==> src/rtl/ama_riscv_pkg.sv <==
// ama_riscv_pkg: shared register-file constants and LU writeback payload type
package ama_riscv_pkg;
    localparam logic [4:0] RF_X0_ZERO = 5'd0;
    typedef struct packed {
        logic [4:0]  rd;
        logic [31:0] data;
    } lu_wb_t;
endpackage

==> src/rtl/ama_riscv_wb_arbiter_if.sv <==
// ama_riscv_wb_arbiter_if: writeback arbiter bus
// master (producers/decode/RF side): drives pipe_*, lu_issue*, lu_valid/rd/data, dec_*;
//   receives lu_ready, hazard, pipe_stall, rf_we/addr/data, err
// slave (arbiter): the mirror image
interface ama_riscv_wb_arbiter_if;
    logic        pipe_we;
    logic [4:0]  pipe_addr;
    logic [31:0] pipe_data;
    logic        lu_issue;
    logic [4:0]  lu_issue_rd;
    logic        lu_valid;
    logic        lu_ready;
    logic [4:0]  lu_rd;
    logic [31:0] lu_data;
    logic [4:0]  dec_rs1;
    logic [4:0]  dec_rs2;
    logic [4:0]  dec_rd;
    logic        hazard;
    logic        pipe_stall;
    logic        rf_we;
    logic [4:0]  rf_addr;
    logic [31:0] rf_data;
    logic        err;
    modport master (
        output pipe_we, pipe_addr, pipe_data, lu_issue, lu_issue_rd, lu_valid, lu_rd, lu_data,
               dec_rs1, dec_rs2, dec_rd,
        input  lu_ready, hazard, pipe_stall, rf_we, rf_addr, rf_data, err
    );
    modport slave (
        input  pipe_we, pipe_addr, pipe_data, lu_issue, lu_issue_rd, lu_valid, lu_rd, lu_data,
               dec_rs1, dec_rs2, dec_rd,
        output lu_ready, hazard, pipe_stall, rf_we, rf_addr, rf_data, err
    );
endinterface

==> src/rtl/ama_riscv_sync_fifo.sv <==
// ama_riscv_sync_fifo: synchronous FIFO, registered head (no fall-through)
// clk/rst: clock, sync active-high reset; push/din: write; pop/dout: read head
// full/empty: derived from the registered occupancy count
module ama_riscv_sync_fifo #(
    parameter int WIDTH = 8,
    parameter int DEPTH = 2
) (
    input  logic             clk,
    input  logic             rst,
    input  logic             push,
    input  logic             pop,
    input  logic [WIDTH-1:0] din,
    output logic [WIDTH-1:0] dout,
    output logic             full,
    output logic             empty
);
    localparam int AW = $clog2(DEPTH);
    logic [WIDTH-1:0] mem [DEPTH];
    logic [AW-1:0] wr_ptr, rd_ptr;
    logic [AW:0] cnt;
    logic do_push, do_pop;
    assign full = cnt == (AW+1)'(DEPTH);
    assign empty = cnt == '0;
    assign do_push = push && !full;
    assign do_pop = pop && !empty;
    assign dout = mem[rd_ptr];
    always_ff @(posedge clk) begin
        if (do_push) mem[wr_ptr] <= din;
    end
    always_ff @(posedge clk) begin
        if (rst) begin
            wr_ptr <= '0;
            rd_ptr <= '0;
            cnt <= '0;
        end else begin
            if (do_push) wr_ptr <= wr_ptr + 1'b1;
            if (do_pop) rd_ptr <= rd_ptr + 1'b1;
            cnt <= cnt + {{AW{1'b0}}, do_push} - {{AW{1'b0}}, do_pop};
        end
    end
endmodule

==> src/rtl/ama_riscv_wb_arbiter.sv <==
// ama_riscv_wb_arbiter: merges pipeline writeback and buffered LU results onto the RF write port
// clk/rst: clock, sync active-high reset
// bus (slave): pipeline/LU/decode inputs; lu_ready, hazard, pipe_stall, rf_*, err outputs
module ama_riscv_wb_arbiter
    import ama_riscv_pkg::*;
#(
    parameter int FIFO_DEPTH   = 2,
    parameter int STARVE_LIMIT = 4
) (
    input logic clk,
    input logic rst,
    ama_riscv_wb_arbiter_if.slave bus
);
    localparam int SW = $clog2(STARVE_LIMIT + 1);
    lu_wb_t push_d, head;
    logic full, empty, push, pop, busy, pipe_sel, stall, err_flag, err_d;
    logic [31:0] pend, set_m, clr_m;
    logic [SW-1:0] starve_cnt;
    assign push_d = '{rd: bus.lu_rd, data: bus.lu_data};
    // x0 results are acknowledged but never buffered
    assign push = bus.lu_valid && !full && bus.lu_rd != RF_X0_ZERO;
    ama_riscv_sync_fifo #(.WIDTH($bits(lu_wb_t)), .DEPTH(FIFO_DEPTH)) u_fifo (
        .clk   (clk),
        .rst   (rst),
        .push  (push),
        .pop   (pop),
        .din   (push_d),
        .dout  (head),
        .full  (full),
        .empty (empty)
    );
    always_comb begin
        stall = starve_cnt == SW'(STARVE_LIMIT);
        busy = bus.pipe_we && bus.pipe_addr != RF_X0_ZERO;
        pop = !empty && (stall || !busy);
        pipe_sel = !stall && busy;
        // pend bit 0 is never set, which masks x0 in the hazard lookup
        clr_m = pop ? 32'd1 << head.rd : '0;
        set_m = bus.lu_issue && bus.lu_issue_rd != RF_X0_ZERO ? 32'd1 << bus.lu_issue_rd : '0;
        err_d = (bus.pipe_we && stall) || (pop && !pend[head.rd]) || (pipe_sel && pend[bus.pipe_addr]);
    end
    assign bus.lu_ready = !full;
    assign bus.pipe_stall = stall;
    assign bus.rf_we = pop || pipe_sel;
    assign bus.rf_addr = pop ? head.rd : pipe_sel ? bus.pipe_addr : RF_X0_ZERO;
    assign bus.rf_data = pop ? head.data : pipe_sel ? bus.pipe_data : '0;
    assign bus.hazard = pend[bus.dec_rs1] || pend[bus.dec_rs2] || pend[bus.dec_rd];
    assign bus.err = err_flag;
    always_ff @(posedge clk) begin
        if (rst) begin
            pend <= '0;
            starve_cnt <= '0;
            err_flag <= 1'b0;
        end else begin
            pend <= (pend & ~clr_m) | set_m;
            err_flag <= err_flag || err_d;
            starve_cnt <= pop ? '0 : (!empty && busy && !stall) ? starve_cnt + 1'b1 : starve_cnt;
        end
    end
endmodule

==> src/flat_wrapper.sv <==
// flat-port wrapper written by rule: the top's interface ports become plain ports
module ama_riscv_wb_arbiter_flat import ama_riscv_pkg::*;
#(
    parameter int FIFO_DEPTH   = 2,
    parameter int STARVE_LIMIT = 4
)
  (clk, rst, bus_pipe_we, bus_pipe_addr, bus_pipe_data, bus_lu_issue, bus_lu_issue_rd, bus_lu_valid, bus_lu_rd, bus_lu_data, bus_dec_rs1, bus_dec_rs2, bus_dec_rd, bus_lu_ready, bus_hazard, bus_pipe_stall, bus_rf_we, bus_rf_addr, bus_rf_data, bus_err);
  ama_riscv_wb_arbiter_if bus_i ();
  input logic clk;
  input logic rst;
  input wire logic [$bits(bus_i.pipe_we)-1:0] bus_pipe_we;
  input wire logic [$bits(bus_i.pipe_addr)-1:0] bus_pipe_addr;
  input wire logic [$bits(bus_i.pipe_data)-1:0] bus_pipe_data;
  input wire logic [$bits(bus_i.lu_issue)-1:0] bus_lu_issue;
  input wire logic [$bits(bus_i.lu_issue_rd)-1:0] bus_lu_issue_rd;
  input wire logic [$bits(bus_i.lu_valid)-1:0] bus_lu_valid;
  input wire logic [$bits(bus_i.lu_rd)-1:0] bus_lu_rd;
  input wire logic [$bits(bus_i.lu_data)-1:0] bus_lu_data;
  input wire logic [$bits(bus_i.dec_rs1)-1:0] bus_dec_rs1;
  input wire logic [$bits(bus_i.dec_rs2)-1:0] bus_dec_rs2;
  input wire logic [$bits(bus_i.dec_rd)-1:0] bus_dec_rd;
  output wire logic [$bits(bus_i.lu_ready)-1:0] bus_lu_ready;
  output wire logic [$bits(bus_i.hazard)-1:0] bus_hazard;
  output wire logic [$bits(bus_i.pipe_stall)-1:0] bus_pipe_stall;
  output wire logic [$bits(bus_i.rf_we)-1:0] bus_rf_we;
  output wire logic [$bits(bus_i.rf_addr)-1:0] bus_rf_addr;
  output wire logic [$bits(bus_i.rf_data)-1:0] bus_rf_data;
  output wire logic [$bits(bus_i.err)-1:0] bus_err;
  assign bus_i.pipe_we = bus_pipe_we;
  assign bus_i.pipe_addr = bus_pipe_addr;
  assign bus_i.pipe_data = bus_pipe_data;
  assign bus_i.lu_issue = bus_lu_issue;
  assign bus_i.lu_issue_rd = bus_lu_issue_rd;
  assign bus_i.lu_valid = bus_lu_valid;
  assign bus_i.lu_rd = bus_lu_rd;
  assign bus_i.lu_data = bus_lu_data;
  assign bus_i.dec_rs1 = bus_dec_rs1;
  assign bus_i.dec_rs2 = bus_dec_rs2;
  assign bus_i.dec_rd = bus_dec_rd;
  assign bus_lu_ready = bus_i.lu_ready;
  assign bus_hazard = bus_i.hazard;
  assign bus_pipe_stall = bus_i.pipe_stall;
  assign bus_rf_we = bus_i.rf_we;
  assign bus_rf_addr = bus_i.rf_addr;
  assign bus_rf_data = bus_i.rf_data;
  assign bus_err = bus_i.err;
  ama_riscv_wb_arbiter #(.FIFO_DEPTH(FIFO_DEPTH), .STARVE_LIMIT(STARVE_LIMIT)) u_core (.clk(clk), .rst(rst), .bus(bus_i));
endmodule
==> config.mk <==
export PLATFORM = sky130hd
export DESIGN_NAME = ama_riscv_wb_arbiter_flat
export DESIGN_NICKNAME = d
export VERILOG_FILES = /design/src/rtl/ama_riscv_pkg.sv /design/src/rtl/ama_riscv_wb_arbiter_if.sv /design/src/rtl/ama_riscv_sync_fifo.sv /design/src/rtl/ama_riscv_wb_arbiter.sv /design/src/flat_wrapper.sv
export SDC_FILE = /design/constraint.sdc
export NUM_CORES = 1
export LEC_CHECK = 0
export CAP_MARGIN = 40
export CELL_PAD_IN_SITES_DETAIL_PLACEMENT = 1
export CELL_PAD_IN_SITES_GLOBAL_PLACEMENT = 1
export CORE_MARGIN = 1.5
export CORE_UTILIZATION = 40
export DETAILED_ROUTE_END_ITERATION = 10
export PLACE_DENSITY = 0.8
export SYNTH_ARGS = -nofsm -noshare
export SYNTH_HDL_FRONTEND = slang
export SYNTH_SLANG_ARGS = --single-unit
==> constraint.sdc <==
create_clock -name clk -period 3.1 [get_ports clk]
set_clock_uncertainty 0.2 [all_clocks]
set_input_delay 0.31 -clock clk [delete_from_list [all_inputs] [get_ports clk]]
set_output_delay 0.31 -clock clk [all_outputs]
set_load 0.01 [all_outputs]
==> summary.md <==
| Metric | Value |
|---|---|
| Run status | finished clean |
| Worst slew pin tran | 671 ps |
| Gpl congestion | 0.914 |
| Row count | 45 |
| Cells after Synth | 558 |
| Met2 wire length | 10,300 um |
| Setup crit end kind | primary output |
| Power Density | 644 nW/um^2 |
| Drt first pass iters | 5 |
| Switching part of the total | 32.4% |
| Critical path's slowest cell | clkdlybuf4s50_1 |
| Final-report max-slew violation count | 0 |
| Worst path max stage delay | a little under 600 ps |
| F_max | 324 MHz |
| Total grt overflow | 0 |
| TritonCTS buffer count | 17 |
| Share of the synthesized area in the top cell type | 35.0% |
| DRC | 0 |
| Global-route wire length before repair | approximately 32,000 um |
| Antenna fix cells | 0 |
| Post-Route M1 WL | 8330 um |
| Critical path type | in2out |
| Met3 WL | 1780 um |
| Starting DRT DRC Count | 411 |
| CTS root buf | clkbuf_16 |
| Seq/Total Area, Yosys | 48.0% |
| Critical Path AT | between 2000 and 3000 ps |
| Combinational share of power | between 30% and 40% |
| Largest net degree at the start of global routing | 63 |
| Placed Area | 8130 sq um |
| Worst R2R End | u_core.u_fifo.cnt[1]$_SDFF_PP0_ |
| CP required | 2590 ps |
| Most common cell in the netlist | nand2_1 |
| Hold WC Path Type | in2reg |
| Number of synthesized flops with an enable pin | 74 |
| Final Cycle Share | 99.5% |
| GRT Util Overall | ~26% |
| Worst-path cell chain | clkdlybuf4s50_1 -> or4_4 -> o21a_2 -> buf_12 -> o31ai_1 -> clkdlybuf4s50_1 |
| Top Metal Used | met4 |
| Layout area overhead | 38.2% |
| Clock transition at the registers of the reported paths | ~50 ps |
| Final hold vios | 0 |
| Max_slew headroom | 54.0% |
| Layout cells sized above 1 | 16.9% |
| Initial antenna violation count | 0 |
| Starting density of the core | between 40% and 50% |
| Vias per cell | just under 6 |
| Final min period | 3080 ps |
| CP most frequent cell | clkdlybuf4s50_1 |
| Drt wl/cell | 22.8 um |
| Core area | roughly 15,000 sq um |
| Worst IR Drop VDD | 0.396 mV |
| Flops & latches, synth | 115 |
| Setup violations, final | 0 |
| Max-cap check violation count | 0 |
| Clk buf depth | 2 |
| Sw power | between 1.5 and 2 mW |
| Die Area | 16,600 sq um |
| Most frequent cells after synthesis | nand2_1 (86), edfxtp_1 (74), a21oi_1 (47), mux2i_1 (43), dfxtp_1 (41) |
| Die Ht | 129 um |
| Pwr Total | roughly 5.6 mW |
| Vias in the first global route | 5,870 |
| Critical Path Fanout Max | 31 |
| Netlist Area Pre-Place | 6340 sq um |
| Clk_lat worst skew | 420 ps |
| Min-Delay Startpoint | bus_lu_data[27] |
| Reg2reg start | u_core.starve_cnt[0]$_SDFFE_PP0P_ |
| PortBufs | 140 |
| Synthesized area per cell | 11.4 sq um |
| DP HPWL | about 14,000 um |
| Largest area contributor in the netlist | edfxtp_1 |
| Netlist cell types | 47 |
| Synth async-reset ratio | 0% |
| I/O pin cnt | about 140 |
| Internal power | around 3.8 mW |
| Total wire length | 21,200 um |
| Top_reg_cell synth | edfxtp_1 |
| Hold_buf cts | 0 |
| Top cells by area, synth | edfxtp_1 (35%), mux4_2 (13%), dfxtp_1 (13%) |
| R2r setup slk | about 380 ps |
| Leakage | 3.22 nW |
| YS warnings | 0 |
| DRT antenna net count | 0 |
| Vias post-DR | between 5,000 and 6,000 |
| Synthesized Nets | 661 |
| R2R depth | 13 |
| Clock Power Share | 34.2% |
| Finished layout cell area | 8770 sq um |
| Hold path endpoint | u_core.u_fifo.mem[1][27]$_DFFE_PP_ |
| Nets@finish | 807 |
| Die W | roughly 130 um |
| Worst setup SP type | primary input |
| WHS Path Cells | 1 |
| CTS Sinks | 115 |
| CTS tree | done |
| H-tree depth | 4 |
| Flop pwr share | 35.3% |
==> placed cells by master, fill, tap and decap left out, types with 18 or more instances in the layout <==
cell	instances
clkdlybuf4s50_1	108
mux4_2	38
dlygate4sd2_1	20
mux2i_1	43
edfxtp_1	74
nand2_1	86
a21oi_1	47
clkbuf_16	18
nor2_1	18
o31ai_1	33
buf_4	23
o21ai_0	31
dfxtp_1	40
==> metrics by stage <==
step	std cells	TNS, ps	worst slack [ps]	util [%]	hold WS, ps
finish	927	0	15.2	57.0	268
global route	927	-112	-63.2	57.0	265
floorplan	558	0	178	-	182
global placement	894	-73.3	-73.3	52.9	258
CTS	925	0	1.95	56.6	254
detailed placement	894	-363	-91.4	52.9	272
==> kinds of logic after synthesis <==
| kind of cell | count (synthesis) | synth area share [%] |
|---|---|---|
| compound gates | 151 | 15.2 |
| flops | 115 | 48.0 |
| xor+xnor | 4 | 0.552 |
| simple gates | 144 | 10.2 |
| mux | 90 | 21.9 |
| buf+inv | 50 | 3.37 |
| fa+ha+maj | 4 | 0.789 |
==> repair_timing <==
action                     4_1_cts  5_1_grt
resized for setup               21       16
setup endpoints to repair       20       17
buffers inserted                 0        1
cloned                           0        1
==> registers in the layout (all words and copies together), names as in the netlist, named ones only <==
name and cells:
u_core.u_fifo.mem 74, u_core.pend 32, u_core.starve_cnt 3, u_core.u_fifo.cnt 2, u_core.bus.err 1, u_core.u_fifo.rd_ptr 1, u_core.u_fifo.wr_ptr 1
==> cell type report <==
class                      instances  area [sq um]
timing repair buffer             170          1720
sequential                       115          3050
multi-input combinational        393          3120
inverter                           7          26.3
clock inverter                    12           133
clock buffer                      19           453
tap                              211           264
fill                            1612          6610
==> worst max-delay path by stage <==
stage / cells past startpoint / startpoint / slack [ps] / to
2_1_floorplan: 3 / u_core.u_fifo.cnt[0]$_SDFF_PP0_ / 180 / u_core.u_fifo.mem[0][0]$_DFFE_PP_
3_3_place_gp: 7 / bus_dec_rd[0] / -70 / bus_hazard
3_5_place_dp: 6 / bus_pipe_addr[4] / -90 / bus_rf_data[3]
4_1_cts: 6 / bus_pipe_addr[4] / 2 / bus_rf_data[1]
5_1_grt: 6 / bus_pipe_addr[4] / -60 / bus_rf_data[2]
6_report: 6 / bus_pipe_addr[4] / 20 / bus_rf_data[2]
==> power groups by stage <==
stage          clock, mW  sequential (mW)  combinational (mW)
2_1_floorplan          0             1.94                1.01
5_1_grt             2.01             2.02                1.85
3_3_place_gp           0             2.00                1.69
3_5_place_dp           0             2.02                1.74
6_report            1.93             1.99                1.72
4_1_cts             1.95             1.99                1.72
==> layer usage <==
layer	track usage, %	up-vias
met1	31.5	2733
met4	12.2	0
met3	6.61	62
met2	42.5	265
met5	0	-
li1	-	2438
==> critical path: cells and delay by family <==
family | cells | cell delay (ps)
compound gates | 2 | 530
buf+inv | 3 | 1170
simple gates | 1 | 550
No activity file was read; power rests on OpenSTA's default activity.
